File: config.mk
export PLATFORM = sky130hd
export DESIGN_NAME = dma_controller_flat
export DESIGN_NICKNAME = d
export VERILOG_FILES = /design/src/rtl/dma_controller_pkg.sv /design/src/rtl/dma_controller_if.sv /design/src/rtl/dma_controller_engine.sv /design/src/rtl/dma_controller.sv /design/src/flat_wrapper.sv
export SDC_FILE = /design/constraint.sdc
export NUM_CORES = 1
export LEC_CHECK = 0
export ABC_AREA = 1
export BUFFER_PORTS_ARGS = -buffer_cell sky130_fd_sc_hd__buf_2
export CELL_PAD_IN_SITES_DETAIL_PLACEMENT = 1
export CELL_PAD_IN_SITES_GLOBAL_PLACEMENT = 2
export CORE_UTILIZATION = 33
export DETAILED_ROUTE_END_ITERATION = 12
export GPL_TIMING_DRIVEN = 0
export PLACE_DENSITY = 0.91
export SYNTH_ARGS = -nofsm -noshare
export SYNTH_HDL_FRONTEND = slang
export SYNTH_HIERARCHICAL = 1
export SYNTH_SLANG_ARGS = --single-unit
File: constraint.sdc
create_clock -name clk -period 2.5 [get_ports clk]
set_clock_uncertainty 0.05 [all_clocks]
set_input_delay 0.25 -clock clk [delete_from_list [all_inputs] [get_ports clk]]
set_output_delay 0.25 -clock clk [all_outputs]
set_load 0.1 [all_outputs]
File: src/rtl/dma_controller_pkg.sv
// Shared definitions for the DMA byte-copy engine: register map, CTRL/STATUS
// bit positions and the master-side FSM state encoding.
package dma_controller_pkg;

  localparam logic [2:0] REG_SRC_L = 3'd0;
  localparam logic [2:0] REG_SRC_H = 3'd1;
  localparam logic [2:0] REG_DST_L = 3'd2;
  localparam logic [2:0] REG_DST_H = 3'd3;
  localparam logic [2:0] REG_LEN   = 3'd4;
  localparam logic [2:0] REG_CTRL  = 3'd5;
  localparam logic [7:0] REG_COUNT = 8'd6;

  localparam int unsigned CTRL_START   = 0;
  localparam int unsigned CTRL_SRC_INC = 1;
  localparam int unsigned CTRL_DST_INC = 2;
  localparam int unsigned CTRL_ABORT   = 3;

  localparam int unsigned STAT_BUSY    = 0;
  localparam int unsigned STAT_SRC_INC = 1;
  localparam int unsigned STAT_DST_INC = 2;
  localparam int unsigned STAT_DONE    = 7;

  typedef enum logic [2:0] {
    S_IDLE,
    S_REQ,
    S_READ,
    S_WAIT,
    S_WRITE,
    S_DONE
  } dma_state_e;

endpackage

File: src/rtl/dma_controller_if.sv
// CPU slave port, master bus port and interrupt flag of the DMA controller.
// master = the DMA device side; slave = the system (CPU, arbiter, memories).
interface dma_controller_if;
  logic [7:0]  din;
  logic [7:0]  address;
  logic        w_en;
  logic        r_en;
  logic [7:0]  dout;
  logic        bus_req;
  logic        bus_gnt;
  logic [15:0] m_address;
  logic [7:0]  m_dout;
  logic [7:0]  m_din;
  logic        m_w_en;
  logic        m_r_en;
  logic        done_flag;
  logic        done_flag_clr;

  modport master (
    input  din, address, w_en, r_en, bus_gnt, m_din, done_flag_clr,
    output dout, bus_req, m_address, m_dout, m_w_en, m_r_en, done_flag
  );

  modport slave (
    output din, address, w_en, r_en, bus_gnt, m_din, done_flag_clr,
    input  dout, bus_req, m_address, m_dout, m_w_en, m_r_en, done_flag
  );
endinterface

File: src/rtl/dma_controller_engine.sv
// Master-side FSM of the DMA: bus request, read/wait/write sequencing and the
// SRC/DST/LEN datapath that advances once per copied byte.
module dma_engine
  import dma_controller_pkg::*;
#(
  parameter int unsigned READ_LATENCY = 1
) (
  input  logic        clk,
  input  logic        rst,
  input  logic        start,
  input  logic        abort,
  input  logic        src_inc,
  input  logic        dst_inc,
  input  logic        ld_src_l,
  input  logic        ld_src_h,
  input  logic        ld_dst_l,
  input  logic        ld_dst_h,
  input  logic        ld_len,
  input  logic [7:0]  wdata,
  input  logic        bus_gnt,
  input  logic [7:0]  m_din,
  output logic        busy,
  output logic        bus_req,
  output logic        m_r_en,
  output logic        m_w_en,
  output logic [15:0] m_address,
  output logic [7:0]  m_dout,
  output logic [15:0] src,
  output logic [15:0] dst,
  output logic [7:0]  len,
  output logic        done_set
);

  localparam logic [1:0] WAIT_LAST = 2'(READ_LATENCY - 1);

  dma_state_e  state_q, state_d;
  logic [1:0]  wait_q, wait_d;
  logic        abort_q, abort_d;
  logic [15:0] src_q, src_d, dst_q, dst_d;
  logic [7:0]  len_q, len_d, len_m1;
  logic        busy_q, busy_d, bus_req_q, bus_req_d;
  logic        m_r_en_q, m_r_en_d, m_w_en_q, m_w_en_d;
  logic [15:0] m_address_q, m_address_d;
  logic [7:0]  m_dout_q, m_dout_d;

  always_comb begin
    state_d  = state_q;
    wait_d   = wait_q;
    abort_d  = abort_q;
    src_d    = src_q;
    dst_d    = dst_q;
    len_d    = len_q;
    m_dout_d = m_dout_q;
    done_set = 1'b0;
    len_m1   = len_q - 8'd1;

    if (ld_src_l) src_d[7:0]  = wdata;
    if (ld_src_h) src_d[15:8] = wdata;
    if (ld_dst_l) dst_d[7:0]  = wdata;
    if (ld_dst_h) dst_d[15:8] = wdata;
    if (ld_len)   len_d       = wdata;

    case (state_q)
      S_IDLE: begin
        abort_d = 1'b0;
        if (start) begin
          state_d = S_REQ;
          abort_d = abort;
        end
      end
      S_REQ:  if (bus_gnt) state_d = S_READ;
      S_READ: begin
        state_d = S_WAIT;
        wait_d  = '0;
      end
      S_WAIT: begin
        // m_dout_q doubles as the data register between read and write
        if (wait_q == WAIT_LAST) begin
          state_d  = S_WRITE;
          m_dout_d = m_din;
        end else begin
          wait_d = wait_q + 2'd1;
        end
      end
      S_WRITE: begin
        src_d = src_q + 16'(src_inc);
        dst_d = dst_q + 16'(dst_inc);
        len_d = len_m1;
        if (len_m1 == 8'd0 || abort_q) begin
          state_d  = S_DONE;
          done_set = !abort_q;
        end else if (bus_gnt) begin
          state_d = S_READ;
        end else begin
          state_d = S_REQ;
        end
      end
      S_DONE: begin
        state_d = S_IDLE;
        abort_d = 1'b0;
      end
      default: state_d = S_IDLE;
    endcase

    if (abort && busy_q) abort_d = 1'b1;

    // Outputs are registered, so they are derived from the next state
    busy_d    = state_d inside {S_REQ, S_READ, S_WAIT, S_WRITE};
    bus_req_d = busy_d;
    m_r_en_d  = state_d == S_READ;
    m_w_en_d  = state_d == S_WRITE;
    case (state_d)
      S_READ, S_WAIT: m_address_d = src_d;
      S_WRITE:        m_address_d = dst_d;
      default:        m_address_d = '0;
    endcase
  end

  always_ff @(posedge clk or posedge rst) begin
    if (rst) begin
      state_q     <= S_IDLE;
      wait_q      <= '0;
      abort_q     <= 1'b0;
      src_q       <= '0;
      dst_q       <= '0;
      len_q       <= '0;
      busy_q      <= 1'b0;
      bus_req_q   <= 1'b0;
      m_r_en_q    <= 1'b0;
      m_w_en_q    <= 1'b0;
      m_address_q <= '0;
      m_dout_q    <= '0;
    end else begin
      state_q     <= state_d;
      wait_q      <= wait_d;
      abort_q     <= abort_d;
      src_q       <= src_d;
      dst_q       <= dst_d;
      len_q       <= len_d;
      busy_q      <= busy_d;
      bus_req_q   <= bus_req_d;
      m_r_en_q    <= m_r_en_d;
      m_w_en_q    <= m_w_en_d;
      m_address_q <= m_address_d;
      m_dout_q    <= m_dout_d;
    end
  end

  assign busy      = busy_q;
  assign bus_req   = bus_req_q;
  assign m_r_en    = m_r_en_q;
  assign m_w_en    = m_w_en_q;
  assign m_address = m_address_q;
  assign m_dout    = m_dout_q;
  assign src       = src_q;
  assign dst       = dst_q;
  assign len       = len_q;

endmodule

File: src/rtl/dma_controller.sv
// Memory-mapped DMA byte-copy engine: register file and slave decode on the
// IO window, with the bus-master sequencing delegated to dma_engine.
module dma_controller
  import dma_controller_pkg::*;
#(
  parameter logic [7:0]  DMA_ADDRESS  = 8'h10,
  parameter int unsigned READ_LATENCY = 1
) (
  input logic             clk,
  input logic             rst,
  dma_controller_if.master bus
);

  logic [7:0]  off;
  logic        hit, busy, ctrl_wr, reg_wr, done_set;
  logic        src_inc_q, src_inc_d, dst_inc_q, dst_inc_d;
  logic        done_flag_q, done_flag_d;
  logic [15:0] src, dst;
  logic [7:0]  len, rd_data;

  assign off     = bus.address - DMA_ADDRESS;
  assign hit     = off < REG_COUNT;
  assign reg_wr  = bus.w_en && hit && !busy;
  assign ctrl_wr = bus.w_en && hit && off[2:0] == REG_CTRL;

  dma_engine #(.READ_LATENCY(READ_LATENCY)) u_engine (
    .clk       (clk),
    .rst       (rst),
    .start     (ctrl_wr && bus.din[CTRL_START] && !busy),
    .abort     (ctrl_wr && bus.din[CTRL_ABORT]),
    .src_inc   (src_inc_q),
    .dst_inc   (dst_inc_q),
    .ld_src_l  (reg_wr && off[2:0] == REG_SRC_L),
    .ld_src_h  (reg_wr && off[2:0] == REG_SRC_H),
    .ld_dst_l  (reg_wr && off[2:0] == REG_DST_L),
    .ld_dst_h  (reg_wr && off[2:0] == REG_DST_H),
    .ld_len    (reg_wr && off[2:0] == REG_LEN),
    .wdata     (bus.din),
    .bus_gnt   (bus.bus_gnt),
    .m_din     (bus.m_din),
    .busy      (busy),
    .bus_req   (bus.bus_req),
    .m_r_en    (bus.m_r_en),
    .m_w_en    (bus.m_w_en),
    .m_address (bus.m_address),
    .m_dout    (bus.m_dout),
    .src       (src),
    .dst       (dst),
    .len       (len),
    .done_set  (done_set)
  );

  always_comb begin
    src_inc_d = src_inc_q;
    dst_inc_d = dst_inc_q;
    if (ctrl_wr && !busy) begin
      src_inc_d = bus.din[CTRL_SRC_INC];
      dst_inc_d = bus.din[CTRL_DST_INC];
    end
    // Completion outranks a simultaneous clear so the event is never lost
    if (done_set)               done_flag_d = 1'b1;
    else if (bus.done_flag_clr) done_flag_d = 1'b0;
    else                        done_flag_d = done_flag_q;
  end

  always_ff @(posedge clk or posedge rst) begin
    if (rst) begin
      src_inc_q   <= 1'b0;
      dst_inc_q   <= 1'b0;
      done_flag_q <= 1'b0;
    end else begin
      src_inc_q   <= src_inc_d;
      dst_inc_q   <= dst_inc_d;
      done_flag_q <= done_flag_d;
    end
  end

  always_comb begin
    rd_data = '0;
    if (bus.r_en && hit) begin
      case (off[2:0])
        REG_SRC_L: rd_data = src[7:0];
        REG_SRC_H: rd_data = src[15:8];
        REG_DST_L: rd_data = dst[7:0];
        REG_DST_H: rd_data = dst[15:8];
        REG_LEN:   rd_data = len;
        REG_CTRL: begin
          rd_data[STAT_BUSY]    = busy;
          rd_data[STAT_SRC_INC] = src_inc_q;
          rd_data[STAT_DST_INC] = dst_inc_q;
          rd_data[STAT_DONE]    = done_flag_q;
        end
        default: rd_data = '0;
      endcase
    end
  end

  assign bus.dout      = rd_data;
  assign bus.done_flag = done_flag_q;

endmodule

File: src/flat_wrapper.sv
// flat-port wrapper written by rule: the top's interface ports become plain ports
module dma_controller_flat import dma_controller_pkg::*;
#(
  parameter logic [7:0]  DMA_ADDRESS  = 8'h10,
  parameter int unsigned READ_LATENCY = 1
)
  (clk, rst, bus_din, bus_address, bus_w_en, bus_r_en, bus_bus_gnt, bus_m_din, bus_done_flag_clr, bus_dout, bus_bus_req, bus_m_address, bus_m_dout, bus_m_w_en, bus_m_r_en, bus_done_flag);
  dma_controller_if bus_i ();
  input logic clk;
  input logic rst;
  input wire logic [$bits(bus_i.din)-1:0] bus_din;
  input wire logic [$bits(bus_i.address)-1:0] bus_address;
  input wire logic [$bits(bus_i.w_en)-1:0] bus_w_en;
  input wire logic [$bits(bus_i.r_en)-1:0] bus_r_en;
  input wire logic [$bits(bus_i.bus_gnt)-1:0] bus_bus_gnt;
  input wire logic [$bits(bus_i.m_din)-1:0] bus_m_din;
  input wire logic [$bits(bus_i.done_flag_clr)-1:0] bus_done_flag_clr;
  output wire logic [$bits(bus_i.dout)-1:0] bus_dout;
  output wire logic [$bits(bus_i.bus_req)-1:0] bus_bus_req;
  output wire logic [$bits(bus_i.m_address)-1:0] bus_m_address;
  output wire logic [$bits(bus_i.m_dout)-1:0] bus_m_dout;
  output wire logic [$bits(bus_i.m_w_en)-1:0] bus_m_w_en;
  output wire logic [$bits(bus_i.m_r_en)-1:0] bus_m_r_en;
  output wire logic [$bits(bus_i.done_flag)-1:0] bus_done_flag;
  assign bus_i.din = bus_din;
  assign bus_i.address = bus_address;
  assign bus_i.w_en = bus_w_en;
  assign bus_i.r_en = bus_r_en;
  assign bus_i.bus_gnt = bus_bus_gnt;
  assign bus_i.m_din = bus_m_din;
  assign bus_i.done_flag_clr = bus_done_flag_clr;
  assign bus_dout = bus_i.dout;
  assign bus_bus_req = bus_i.bus_req;
  assign bus_m_address = bus_i.m_address;
  assign bus_m_dout = bus_i.m_dout;
  assign bus_m_w_en = bus_i.m_w_en;
  assign bus_m_r_en = bus_i.m_r_en;
  assign bus_done_flag = bus_i.done_flag;
  dma_controller #(.DMA_ADDRESS(DMA_ADDRESS), .READ_LATENCY(READ_LATENCY)) u_core (.clk(clk), .rst(rst), .bus(bus_i));
endmodule
==> results of run 1 <==
==> worst min-delay path by stage <==
| stage | from | endpoint | slack (ns) | cells past startpoint |
|---|---|---|---|---|
| 2_1_floorplan | rst | u_core/bus.done_flag | -0.05 | 1 |
| 3_3_place_gp | rst | u_core/bus.done_flag | 0.08 | 2 |
| 3_5_place_dp | rst | u_core/bus.done_flag | 0.10 | 2 |
| 4_1_cts | bus_done_flag_clr | u_core/bus.done_flag | 0.03 | 2 |
| 5_1_grt | bus_done_flag_clr | u_core/bus.done_flag | 0.03 | 2 |
| 6_report | bus_done_flag_clr | u_core/bus.done_flag | 0.04 | 2 |
==> per-layer routing <==
layer | global-route usage, % | part of all wire [%] | vias to the layer above
met3 | 4.26 | 4.8 | 23
met4 | 8.64 | 2.2 | 0
li1 | - | - | 2180
met1 | 29.6 | 44 | 2268
met5 | 0 | 0 | -
met2 | 38.1 | 49 | 102
==> metrics by stage <==
step,area [µm²],power (W)
finish,5650,0.00710
detailed placement,5330,0.00575
floorplan,4760,0.00488
CTS,5650,0.00714
global placement,5310,0.00563
global route,5650,0.00752
==> layout make-up <==
type	count	area [µm²]	area share (%)
tap	180	225	3.98
clock buffer	12	256	4.54
inverter	75	284	5.02
clock inverter	4	47.5	0.841
timing repair buffer	66	350	6.20
sequential	76	1900	33.7
multi-input combinational	453	2470	43.8
buffer	19	111	1.97
==> cell families after synthesis <==
kind of cell / Yosys count / synth area share [%]
AND/OR/NAND/NOR: 312 / 29.9
AO/OA/AOI/OAI: 99 / 12.8
buffers and inverters: 94 / 8.25
flip-flops: 76 / 40.1
XOR/XNOR: 20 / 3.69
multiplexers: 15 / 3.43
adder cells (fa/ha/maj): 7 / 1.84
==> cells in the mapped netlist (all sizes together) (2+ instances only) <==
master	instances
nand3	44
nor3	10
mux2i	15
nand3b	2
xnor2	5
a21oi	9
nor4	2
clkbuf	5
o311ai	2
o211ai	8
o21ai	56
nand4	6
xor2	15
a21boi	2
ha	7
a31oi	2
inv	74
nand2	188
o221ai	3
buf	14
a22o	10
dfrtp	76
nor2	59
==> power groups by stage <==
stage | Combinational (W) | Clock, W | Sequential, W
floorplan | 0.00146 | 0 | 0.00341
global placement | 0.00344 | 0 | 0.00219
detailed placement | 0.00353 | 0 | 0.00222
CTS | 0.00355 | 0.00138 | 0.00221
global route | 0.00381 | 0.00144 | 0.00228
finish | 0.00354 | 0.00134 | 0.00221
==> flip-flops by register name, summed over array words and instances (netlist names), 2 cells and up <==
name                       flops
u_core/u_engine/state_q        3
u_core/u_engine/src           16
u_core/u_engine/len            8
u_core/u_engine/m_address     16
u_core/u_engine/dst           16
u_core/u_engine/wait_q         2
u_core/u_engine/m_dout         8
==> critical path, delay by kind of cell, from the launching register on <==
family / cells / cell delay, ns
simple gates: 3 / 0.64
buf+inv: 3 / 0.63
flops: 1 / 0.42
compound gates: 2 / 0.38
mux: 1 / 0.16
==> timing repair <==
item,CTS,global route
endpoints found under the hold margin,38,0
resized for setup,1,3
endpoints found under the setup margin,8,5
cloned,0,0
hold buffers,1,0
==> metrics.yaml, run 1 <==
worst_setup_path:
  reg2reg_slack_ns: 0.09
  arrival_ns: 2.59
  cp_max_fo: 10
  r2r-end: "u_core/u_engine/m_address[7]"
  slowest_delay_ns: 0.42
  worstPathRequired_ns: 2.68
  crit_start: "u_core/u_engine/bus_req"
  crit_chain: "buf_4, inv_1, nand3_2, nor2_1, clkbuf_1, nand2_1, o21ai_0, mux2i_1, a22o_1"
  crit_slowest_cell: "dfrtp_2"
  r2r-start: "u_core/u_engine/bus_req"
  setup.worst_path.class: "flop to flop"
  endpoint: "u_core/u_engine/m_address[7]"
  start_kind: "flop"
  reg2regPathDepth: 9
  crit_path_end_kind: "flop"
synthesis:
  avgSynthCellArea_um2: 7.62
  synthTopCellsByArea: "dfrtp_1 40%, nand2_1 14%, o21ai_0 5.7%"
  synth_top_area_share_pct: 40.1
  synth_area_um2: 4750
  synth_cell_types: 47
  async_flop_share_pct: 100
  synth-seq-cells: 76
  synth_ff_type: "dfrtp_1"
  syn_inst: 623
  synth_fp_nets: 660
  yosysWarnings: 6
  synth_edf_count: 0
  yosysSeqAreaShare_pct: 40.1
  synth.largest_area_cell: "dfrtp_1"
final_layout:
  fin_util_pct: 40.6
  area_growth_syn_to_layout_pct: 19.1
  antenna_cells: 0
  nNetsFinal: 737
  final_cells: 885
  fill_cells: 1731
  final_common_cell: "nand2_1"
  final_cell_mix: "182 x nand2_1, 75 x dfrtp_1, 74 x buf_2"
  drive_gt1_share_pct: 20.3
floorplan:
  initial_core_util_pct: 34.1
  die_x_um: 122
  design.die.area_um2: 14900
  fp.dieH_um: 122
  io_pins: 66
  num_rows: 43
  design.core.area_um2: 13900
placed_design:
  port_buffers: 64
  dp.cells: 868
  hpwl_um: 12400
  post-place-ws_ns: -0.435
  gp_congestion: 0.940
global_route:
  grt_pass1_wl_um: 25400
  grt_usage_pct: 23.0
  first_global_vias: 4759
  grt_overflow: 0
  grt_max_degree: 39
  grt_antenna_before_repair: 0
clocking:
  clkSinkCount: 76
  cts_tree: "built"
  clkTransAtPathRegs_ns: 0.06
  clkLatencyLatePin_ns: 0.35
  cts_buffers: 9
  htree_levels: 3
  cts_setup_buffers: 0
  clockRootBuffer: "clkbuf_16"
  clk_path_buf_depth: 2
pwr:
  p_int_w: 0.00336
  p_switching_w: 0.00373
  peakVddDrop_mv: 0.657
  power_density_nw_per_um2: 1260
  p_leak_nw: 2.83
  combPwrFrac_pct: 49.9
  pwr-share-clk_pct: 18.9
  seqPwrFrac_pct: 31.2
  swShare_pct: 52.6
timing:
  setup_slack_ns: 0.0916
  fmax_mhz: 415
  hold_viol: 0
  slew_viol_final: 0
  worst_slew_pin_slew_ns: 0.497
  maxSlewHeadroom_pct: 66.9
  fin_tns_setup_ns: 0
  whs_ns: 0.0384
  post-route-period-util_pct: 96.3
  rsz0062_at_grt: "true"
  period_needed_ns: 2.41
  setup_viol: 0
routing:
  routed_wl_um: 16000
  firstDrtPassIters: 4
  wl_per_cell_um: 18.1
  ant_nets: 0
  via_per_inst: 5.17
  vias: 4573
  route.detailed.drc: 0
  first_iter_violations: 265
worst_hold_path:
  hold_path.class: "input port to flop"
flow_run:
  maxCapViolCount: 0
status:
  status: "completed"
(Power assumes the default switching activity.)
==> run 2: changes to the inputs <==
--- a/config.mk
+++ b/config.mk
@@ -9,10 +9,11 @@
 export BUFFER_PORTS_ARGS = -buffer_cell sky130_fd_sc_hd__buf_2
 export CELL_PAD_IN_SITES_DETAIL_PLACEMENT = 1
 export CELL_PAD_IN_SITES_GLOBAL_PLACEMENT = 2
-export CORE_UTILIZATION = 33
+export CORE_UTILIZATION = 35
+export CTS_BUF_LIST = sky130_fd_sc_hd__clkbuf_2 sky130_fd_sc_hd__clkbuf_4 sky130_fd_sc_hd__clkbuf_8
 export DETAILED_ROUTE_END_ITERATION = 12
 export GPL_TIMING_DRIVEN = 0
-export PLACE_DENSITY = 0.91
+export PLACE_DENSITY = 0.95
 export SYNTH_ARGS = -nofsm -noshare
 export SYNTH_HDL_FRONTEND = slang
 export SYNTH_HIERARCHICAL = 1
==> metrics.yaml, run 2 (same netlist as run 1, synthesis figures left out) <==
status:
  status: "completed"
timing:
  fmax_mhz: 422
  maxSlewHeadroom_pct: 66.1
  whs_ns: 0.0144
  slew_viol_final: 0
  post-route-period-util_pct: 94.8
  fin_tns_setup_ns: 0
  setup_viol: 0
  hold_viol: 0
  worst_slew_pin_slew_ns: 0.508
  rsz0062_at_grt: "true"
  period_needed_ns: 2.37
clocking:
  clockRootBuffer: "clkbuf_8"
  cts_setup_buffers: 0
  htree_levels: 3
  clkTransAtPathRegs_ns: 0.08
  cts_buffers: 9
  clkLatencyLatePin_ns: 0.38
  clkSinkCount: 76
  cts_tree: "built"
  clk_path_buf_depth: 2
final_layout:
  area_growth_syn_to_layout_pct: 17.4
  final_cell_mix: "182 x nand2_1, 75 x dfrtp_1, 74 x buf_2"
  seqCellArea_um2: 1900
  nNetsFinal: 738
  multiInputGateArea_um2: 2490
  final_common_cell: "nand2_1"
  fill_cells: 1666
  antenna_cells: 0
  fin_util_pct: 42.1
  drive_gt1_share_pct: 20.8
global_route:
  grt_overflow: 0
  grt_pass1_wl_um: 25400
  grt_max_degree: 38
  grt_antenna_before_repair: 0
  grt_usage_pct: 23.8
  first_global_vias: 4870
placed_design:
  port_buffers: 64
  gp_congestion: 0.919
  hpwl_um: 12300
floorplan:
  io_pins: 66
  die_x_um: 118
  num_rows: 42
  initial_core_util_pct: 35.9
  design.core.area_um2: 13200
  design.die.area_um2: 14000
  fp.dieH_um: 118
pwr:
  pwr-share-clk_pct: 15.0
  power_density_nw_per_um2: 1210
  p_leak_nw: 2.80
  p_switching_w: 0.00369
  combPwrFrac_pct: 52.4
  power_w: 0.00675
  p_int_w: 0.00306
  seqPwrFrac_pct: 32.5
  swShare_pct: 54.7
  peakVddDrop_mv: 0.515
worst_hold_path:
  hold_depth: 3
  hold_path.class: "input port to flop"
worst_setup_path:
  arrival_ns: 2.59
  reg2regPathDepth: 9
  worstPathRequired_ns: 2.72
  crit_path_end_kind: "flop"
  cp_max_fo: 10
  start_kind: "flop"
  setup.worst_path.class: "flop to flop"
routing:
  ant_nets: 0
  routed_wl_um: 15800
  via_per_inst: 5.20
  first_iter_violations: 251
  route.detailed.drc: 0
  vias: 4584
  firstDrtPassIters: 4
  wl_per_cell_um: 17.9
flow_run:
  maxCapViolCount: 0
==> run 2: changes by cell type in the layout (fill, tap and decap cells not counted), moves of 2 or more <==
cell,delta
clkbuf_16,-9
clkbuf_8,+9
clkbuf_1,-2
nor2_1,-2
nor2_2,+2
==> run 2: stage by stage <==
step                      area, µm²  cells  setup WS (ns)
final                          5570    882          0.131
after floorplan                4760    623         0.0316
after detailed placement       5330    864         -0.468
after global routing           5570    882       -0.00273
after CTS                      5560    882        0.00575
after global placement         5310    863         -0.985
==> run 2: routing by layer <==
layer | wire length [µm] | share of wire (%) | track usage [%]
met3 | 713 | 4.5 | 3.33
met2 | 7580 | 48 | 39.3
met4 | 423 | 2.7 | 10.7
met5 | 0 | 0 | 0
met1 | 7060 | 45 | 30.8
==> run 2: critical path, cell delays in order, from the launching register on <==
cell and delay (ns):
dfrtp_2 0.42, buf_4 0.14, inv_1 0.10, nand3_2 0.22, nor2_1 0.38, clkbuf_1 0.37
nand2_1 0.10, o21ai_0 0.09, mux2i_1 0.15, a22o_1 0.25
==> run 2: layout make-up <==
class / instances / area share [%]
multi-input combinational: 453 / 44.6
sequential: 76 / 34.1
timing repair buffer: 67 / 6.47
inverter: 75 / 5.10
tap: 176 / 3.95
clock buffer: 12 / 2.85
buffer: 19 / 2.02
clock inverter: 4 / 0.853
==> run 2: path summary, 6_finish.rpt <==
kind,startpoint,endpoint,slack (ns)
max reg2reg,u_core/u_engine/bus_req,u_core/u_engine/m_address[6],0.13
max in group asynchronous,rst,u_core/u_engine/m_address[13],1.40
min,bus_m_din[2],u_core/u_engine/m_dout[2],0.01
min reg2reg,u_core/u_engine/m_dout[5],u_core/u_engine/m_dout[5],0.44
min in group asynchronous,rst,u_core/bus.done_flag,0.25
max,u_core/u_engine/bus_req,u_core/u_engine/m_address[6],0.13
==> run 2: repair_timing <==
item,in CTS,in global routing
pin swaps,0,0
endpoints found under the hold margin,40,0
resized for setup,1,8
hold buffers,2,0
setup endpoints to repair,11,7
gates cloned,0,0
==> run 2: power groups by stage <==
stage	clock, W	combinational, W	sequential, W
after floorplan	0	0.00146	0.00341
after global placement	0	0.00343	0.00219
after detailed placement	0	0.00354	0.00221
after CTS	0.00104	0.00356	0.00219
after global routing	0.00108	0.00382	0.00227
final	0.00102	0.00354	0.00220
==> run 3: changes to the inputs <==
--- a/config.mk
+++ b/config.mk
@@ -9,6 +9,7 @@
 export BUFFER_PORTS_ARGS = -buffer_cell sky130_fd_sc_hd__buf_2
 export CELL_PAD_IN_SITES_DETAIL_PLACEMENT = 1
 export CELL_PAD_IN_SITES_GLOBAL_PLACEMENT = 2
+export CORE_ASPECT_RATIO = 1.75
 export CORE_UTILIZATION = 35
 export CTS_BUF_LIST = sky130_fd_sc_hd__clkbuf_2 sky130_fd_sc_hd__clkbuf_4 sky130_fd_sc_hd__clkbuf_8
 export DETAILED_ROUTE_END_ITERATION = 12
==> constraint.sdc (replaced) <==
create_clock -name clk -period 2.66 [get_ports clk]
set_clock_uncertainty 0.05 [all_clocks]
set_input_delay 0.266 -clock clk [delete_from_list [all_inputs] [get_ports clk]]
set_output_delay 0.266 -clock clk [all_outputs]
set_load 0.1 [all_outputs]
==> metrics.yaml, run 3 (same netlist as run 1, synthesis figures left out) <==
worst_hold_path:
  hp-start: "bus_done_flag_clr"
  hold_depth: 2
  hold_end: "u_core/bus.done_flag"
  hold_path.class: "input port to flop"
final_layout:
  fin_util_pct: 41.7
  nNetsFinal: 737
  final_cell_mix: "182 x nand2_1, 76 x dfrtp_1, 74 x buf_2"
  design_area_um2: 5560
  fill_cells: 1698
  antenna_cells: 0
  final_common_cell: "nand2_1"
  area_growth_syn_to_layout_pct: 17.0
  drive_gt1_share_pct: 20.0
timing:
  worst_slew_pin_slew_ns: 0.546
  post-route-period-util_pct: 94.6
  fmax_mhz: 397
  rsz0062_at_grt: "false"
  slew_viol_final: 0
  setup_viol: 0
  period_needed_ns: 2.52
  hold_viol: 0
  maxSlewHeadroom_pct: 63.5
  whs_ns: 0.0135
pwr:
  pwr-share-clk_pct: 14.9
  swShare_pct: 55.4
  peakVddDrop_mv: 0.715
  seqPwrFrac_pct: 32.8
  p_leak_nw: 2.78
  p_switching_w: 0.00353
  power_density_nw_per_um2: 1150
  p_int_w: 0.00285
  combPwrFrac_pct: 52.2
global_route:
  grt_usage_pct: 24.4
  grt_max_degree: 46
  met1_usage_pct: 25.2
  grt_overflow: 0
  grt_pass1_wl_um: 26000
  first_global_vias: 5008
  grt_util_met3_pct: 3.46
  busiest_layer: "met2"
  grt_antenna_before_repair: 0
  grt_util_met2_pct: 44.9
placed_design:
  hpwl_um: 13000
  port_buffers: 64
  gp_congestion: 0.941
  placed_area_um2: 5330
routing:
  routed_wl_um: 16500
  ant_nets: 0
  vias: 4587
  firstDrtPassIters: 8
  wl_per_cell_um: 18.8
  route.detailed.drc: 1
  first_iter_violations: 173
  via_per_inst: 5.22
clocking:
  htree_levels: 3
  clockRootBuffer: "clkbuf_8"
  cts_tree: "built"
  clk_path_buf_depth: 2
  cts_buffers: 9
  clkLatencyLatePin_ns: 0.38
  clkSinkCount: 76
  clkTransAtPathRegs_ns: 0.10
  cts_setup_buffers: 0
status:
  status: "finished with violations"
  violations: "DRC"
worst_setup_path:
  r2r-end: "u_core/u_engine/m_address[7]"
  r2r-start: "u_core/u_engine/bus_req"
  worstPathRequired_ns: 2.87
  cp_max_fo: 10
  setup.worst_path.class: "flop to flop"
  reg2regPathDepth: 9
  reg2reg_slack_ns: 0.14
  start_kind: "flop"
  arrival_ns: 2.73
  crit_path_end_kind: "flop"
floorplan:
  design.die.area_um2: 14100
  num_rows: 56
  initial_core_util_pct: 35.7
  die_x_um: 90.0
  io_pins: 66
  fp.dieH_um: 156
  design.core.area_um2: 13300
flow_run:
  maxCapViolCount: 0
[run 3: cell types whose count changed in the layout (fill, tap and decap cells not counted), sizes merged]
| cell | delta |
|---|---|
| clkbuf | -2 |
| clkinvlp | +1 |
| dlygate4sd3 | -1 |
| inv | +1 |
[run 3: final cells by class]
type | count | area, µm² | share of cell area (%)
multi-input combinational | 453 | 2470 | 44.5
sequential | 76 | 1900 | 34.2
clock inverter | 6 | 71.3 | 1.28
clock buffer | 10 | 138 | 2.48
buffer | 19 | 110 | 1.98
timing repair buffer | 66 | 358 | 6.44
inverter | 75 | 284 | 5.11
tap | 174 | 218 | 3.92
[run 3: worst max path at each step]
| stage | from | end | depth (start not counted) |
|---|---|---|---|
| floorplan | u_core/u_engine/bus_req | bus_dout[0] | 5 |
| global placement | rst | u_core/u_engine/m_address[14] | 2 |
| detailed placement | bus_address[2] | u_core/u_engine/m_address[7] | 12 |
| CTS | u_core/u_engine/bus_req | u_core/u_engine/m_address[7] | 9 |
| global route | u_core/u_engine/bus_req | u_core/u_engine/m_address[7] | 9 |
| finish | u_core/u_engine/bus_req | u_core/u_engine/m_address[7] | 9 |
[run 3: per-stage QoR]
stage          cells  TNS (ns)  total power [W]  setup WS, ns
4_1_cts          879         0          0.00641         0.209
2_1_floorplan    623         0          0.00458        0.0163
5_1_grt          879         0          0.00674        0.0407
6_report         879         0          0.00638         0.143
3_5_place_dp     862    -0.910          0.00542        -0.233
3_3_place_gp     861    -42.39          0.00532        -0.576
[run 3: layer usage]
metal,vias to the layer above,part of all wire [%]
met5,-,0
met4,0,6.7
met3,53,3.2
met2,118,52
met1,2234,38
li1,2182,-
[run 3: critical path, stage by stage, from the launching register on]
cell	delay [ns]
dfrtp_1	0.42
buf_4	0.15
inv_1	0.09
nand3_2	0.16
nor3_2	0.41
clkbuf_1	0.44
nand2_1	0.12
o211ai_1	0.12
o21ai_0	0.19
a22o_1	0.25
[run 3: repair_timing]
| action | 4_1_cts | 5_1_grt |
|---|---|---|
| hold endpoints to repair | 31 | 0 |
| hold buffers | 1 | 0 |
| gates resized for setup | 1 | 0 |
| setup endpoints to repair | 1 | 0 |
[run 3: power groups by stage]
| stage | registers (W) | logic, W | clock network (W) |
|---|---|---|---|
| CTS | 0.00209 | 0.00334 | 0.000980 |
| floorplan | 0.00320 | 0.00138 | 0 |
| finish | 0.00209 | 0.00333 | 0.000951 |
| detailed placement | 0.00211 | 0.00331 | 0 |
| global route | 0.00216 | 0.00357 | 0.00102 |
| global placement | 0.00208 | 0.00324 | 0 |
